<file path="config.mk">
export PLATFORM = sky130hd
export DESIGN_NAME = piso5bit_tx
export DESIGN_NICKNAME = d
export VERILOG_FILES = /design/src/rtl/piso5bit_tx.sv
export SDC_FILE = /design/constraint.sdc
export NUM_CORES = 1
export LEC_CHECK = 0
export ABC_AREA = 1
export BUFFER_PORTS_ARGS = -buffer_cell sky130_fd_sc_hd__buf_2
export CAP_MARGIN = 5
export CELL_PAD_IN_SITES_DETAIL_PLACEMENT = 0
export CELL_PAD_IN_SITES_GLOBAL_PLACEMENT = 2
export CORE_ASPECT_RATIO = 0.9
export CORE_UTILIZATION = 30
export DETAILED_ROUTE_END_ITERATION = 8
export HOLD_SLACK_MARGIN = 0.08
export PLACE_DENSITY_LB_ADDON = 0.05
export SLEW_MARGIN = 20
export SYNTH_ARGS = -nofsm -noshare
export SYNTH_HDL_FRONTEND = slang
export SYNTH_SLANG_ARGS = --single-unit
export TNS_END_PERCENT = 5
</file>
<file path="constraint.sdc">
create_clock -name clk -period 2.14 [get_ports clk]
set_input_delay 0.214 -clock clk [delete_from_list [all_inputs] [get_ports clk]]
set_output_delay 0.214 -clock clk [all_outputs]
set_load 0.1 [all_outputs]
</file>
<file path="src/rtl/piso5bit_tx.sv">
// Parallel-in, serial-out transmitter: loads a WIDTH-bit word on start/ready and
// shifts it out MSB-first with valid framing and a one-cycle done pulse.
module piso5bit_tx #(
  parameter int WIDTH = 5
) (
  input  logic             clk,
  input  logic             clear,
  input  logic [WIDTH-1:0] data,
  input  logic             start,
  output logic             ready,
  output logic             busy,
  output logic             sout,
  output logic             valid,
  output logic             done
);

  localparam int CW = $clog2(WIDTH);
  localparam logic [CW-1:0] LAST = CW'(WIDTH - 1);

  typedef enum logic {
    IDLE,
    SHIFT
  } state_t;

  state_t           state_q, state_d;
  logic [WIDTH-1:0] shreg_q, shreg_d;
  logic [CW-1:0]    cnt_q, cnt_d;
  logic             done_q, done_d;
  logic             last_bit;

  always_ff @(posedge clk or negedge clear) begin
    if (!clear) begin
      state_q <= IDLE;
      shreg_q <= '0;
      cnt_q   <= '0;
      done_q  <= 1'b0;
    end else begin
      state_q <= state_d;
      shreg_q <= shreg_d;
      cnt_q   <= cnt_d;
      done_q  <= done_d;
    end
  end

  always_comb begin
    state_d  = state_q;
    shreg_d  = shreg_q;
    cnt_d    = cnt_q;
    done_d   = 1'b0;
    last_bit = (state_q == SHIFT) && (cnt_q == LAST);
    case (state_q)
      IDLE: begin
        if (start) begin
          shreg_d = data;
          cnt_d   = '0;
          state_d = SHIFT;
        end
      end
      SHIFT: begin
        if (!last_bit) begin
          shreg_d = {shreg_q[WIDTH-2:0], 1'b0};
          cnt_d   = cnt_q + CW'(1);
        end else if (start) begin
          // back-to-back reload on the last bit: no gap cycle, no done
          shreg_d = data;
          cnt_d   = '0;
        end else begin
          shreg_d = '0;
          cnt_d   = '0;
          state_d = IDLE;
          done_d  = 1'b1;
        end
      end
      default: state_d = IDLE;
    endcase
  end

  assign ready = (state_q == IDLE) || last_bit;
  assign busy  = (state_q == SHIFT);
  assign valid = (state_q == SHIFT);
  assign sout  = (state_q == SHIFT) && shreg_q[WIDTH-1];
  assign done  = done_q;

endmodule

</file>
==> run_results.csv <==
group,metric,value,unit
outcome,status,"finished clean",
yosys,yosysWarnings,0,
final_layout,final_nets,87,
power_and_ir_drop,vdd_drop_max,633,uV
floorplan,start_util,0.317,
detailed_routing,totalWireLength,1060,um
power_and_ir_drop,p_sw,543,uW
floorplan,die_y,41.8,um
final_layout,drive_gt1_frac,0.320,
global_route,grt_pass1_wl,1840,um
clocking,root_buffer,"clkbuf_4",
placement,pre_cts_ws,0.613,ns
yosys,synthesis.area,528,um^2
final_layout,seqCellArea,250,um^2
global_route,grt_antenna_before_repair,0,
placement,placed_cell_area,599,um^2
clocking,cts_buffers,3,
floorplan,die_w,46.2,um
final_layout,n_fill_cell,191,
yosys,synth_nets,71,
clocking,clock_sinks,10,
final_layout,antennaDiodeCount,0,
critical_path,worstPathArrival,1.59,ns
detailed_routing,drtIter0Drc,3,
sta,period_share,0.842,
detailed_routing,post-route-drc-count,0,
critical_path,startpoint_type,"flop",
detailed_routing,first_pass_iters,4,
global_route,overflow,0,
critical_path,crit_path_end_kind,"output pin",
critical_path,critPathKind,"flop to output pin",
power_and_ir_drop,p_leak,0.000350,uW
sta,fin_skew,0.00175,ns
power_and_ir_drop,pwr-share-clk,0.130,
final_layout,final_cell_mix,"12 x nand2_1, 12 x buf_2, 10 x dfrtp_1, 9 x nand3_1",
placement,place_congestion,0.672,
floorplan,io_pins,13,
final_layout,multi_input_area,221,um^2
yosys,seq_area_frac_synth,0.474,
critical_path,timing.rr.start,"cnt_q[0]",
yosys,synth-seq-cells,10,
final_layout,final_area,632,um^2
yosys,syn_avg_cell_area,8.66,um^2
detailed_routing,viasPerCell,4.26,
power_and_ir_drop,powerDensity,1600,nW/um^2
clocking,clk_latency,0.26,ns
clocking,clock_path_buffers,2,
clocking,cts_htree_levels,1,
sta,finalHoldViolations,0,
worst_hold_path,min_path_type,"primary input to flop",
critical_path,required,1.93,ns
clocking,clk_pin_slew,0.07,ns
sta,tightest_slew,0.484,ns
critical_path,endpoint,"ready",
job,maxCapViolCount,0,
power_and_ir_drop,p_comb_frac,0.550,
floorplan,coreArea,1660,um^2
critical_path,cp_max_fo,9,
sta,setup_tns,0,ns
global_route,grt_max_degree,12,
detailed_routing,vias,422,
floorplan,die_area,1930,um^2
sta,period_minus_slack,1.80,ns
sta,slew_viol_final,0,
placement,dp_hpwl,740,um
detailed_routing,detail-route-antenna-nets,0,
critical_path,r2r_end,"shreg_q[1]",
floorplan,rows,14,
sta,finalSetupViolCount,0,
sta,fmax,0.555,GHz
yosys,synth.distinct_cells,16,
critical_path,r2r_setup_slack,0.94,ns
power_and_ir_drop,p_seq_frac,0.320,
power_and_ir_drop,swShare,0.539,
placement,numPortBuffers,12,
detailed_routing,wl_per_cell,10.7,um
critical_path,reg2reg_depth,7,
sta,max_slew_margin,0.680,
sta,rsz0062_at_grt,"false",
yosys,syn_inst,61,
global_route,groute.usage.overall,0.138,
sta,worst_slack,0.337,ns
final_layout,area_delta_synth_final,19.7,%
global_route,grt_pass1_vias,405,
clocking,cts_tree,"yes",
power_and_ir_drop,internal-power,465,uW
critical_path,crit_start,"cnt_q[0]",
worst min-delay path by stage:
stage / start / end / slack [ns] / cells past startpoint
floorplan: clear / busy / -0.08 / 0
global placement: clear / cnt_q[2] / 0.1 / 1
detailed placement: clear / cnt_q[1] / 0.1 / 1
CTS: data[0] / shreg_q[0] / 0.17 / 3
global route: data[0] / shreg_q[0] / 0.19 / 3
finish: data[0] / shreg_q[0] / 0.17 / 3
cells in the mapped netlist:
library cell	count	area [um^2]
a21oi_2	4	35.0
buf_4	1	7.51
buf_6	1	11.3
clkinv_1	3	11.3
dfrtp_1	10	250
ha_1	2	25.0
inv_1	5	18.8
inv_2	2	7.51
nand2_1	12	45.0
nand2_2	1	6.26
nand2_4	2	22.5
nand3_1	9	45.0
nor2_1	5	18.8
o21ai_0	2	10.0
o21ai_1	1	5.00
xnor2_1	1	8.76
registers in the layout (all words and copies together) (netlist names):
register / flops
done: 1
shreg_q: 5
cnt_q: 3
busy: 1
through the flow:
stage	hold WS, ns	utilization	cells	power, uW
floorplan	-0.0816	-	61	810
global placement	0.0970	0.360	95	885
detailed placement	0.0957	0.360	95	886
CTS	0.165	0.380	99	1030
global route	0.195	0.380	99	1090
finish	0.173	0.380	99	1010
area by class of cell:
cell class,count,share of cell area
Tap cell,24,0.0475
Inverter,10,0.0594
Sequential cell,10,0.396
Multi-Input combinational cell,39,0.350
Timing Repair Buffer,13,0.111
Clock buffer,3,0.0356
layer usage:
metal	vias to the layer above	routed length [um]	track usage
met5	-	0	0
met4	0	15	0.0882
met3	2	47	0.0261
met2	12	453	0.180
met1	189	541	0.201
li1	219	-	-
repair_timing:
action | in CTS | in global routing
hold buffers | 1 | 0
endpoints found under the hold margin | 10 | 0
gates resized for setup | 0 | 0
buffers inserted | 0 | 0
worst max-delay path, stage by stage (launching register included):
cell and delay (ns):
dfrtp_1 0.41, inv_1 0.07, ha_1 0.15, nand2_2 0.11, nand2_4 0.13, buf_2 0.44
power by group through the flow:
stage / clock network [uW] / registers [uW] / logic (uW)
2_1_floorplan: 0 / 366 / 444
3_3_place_gp: 0 / 327 / 558
3_5_place_dp: 0 / 328 / 558
4_1_cts: 138 / 324 / 564
5_1_grt: 146 / 334 / 614
6_report: 131 / 323 / 555
logic make-up after synthesis:
logic type                 count (synthesis)  share of synthesized area
and+or+nand+nor                           29                      0.261
AOI/OAI and AO/OA                          7                     0.0948
buffers and inverters                     12                      0.107
DFF                                       10                      0.474
xor gates and xnor gates                   1                     0.0166
adders and majority gates                  2                     0.0474
(Power assumes the default switching activity.)
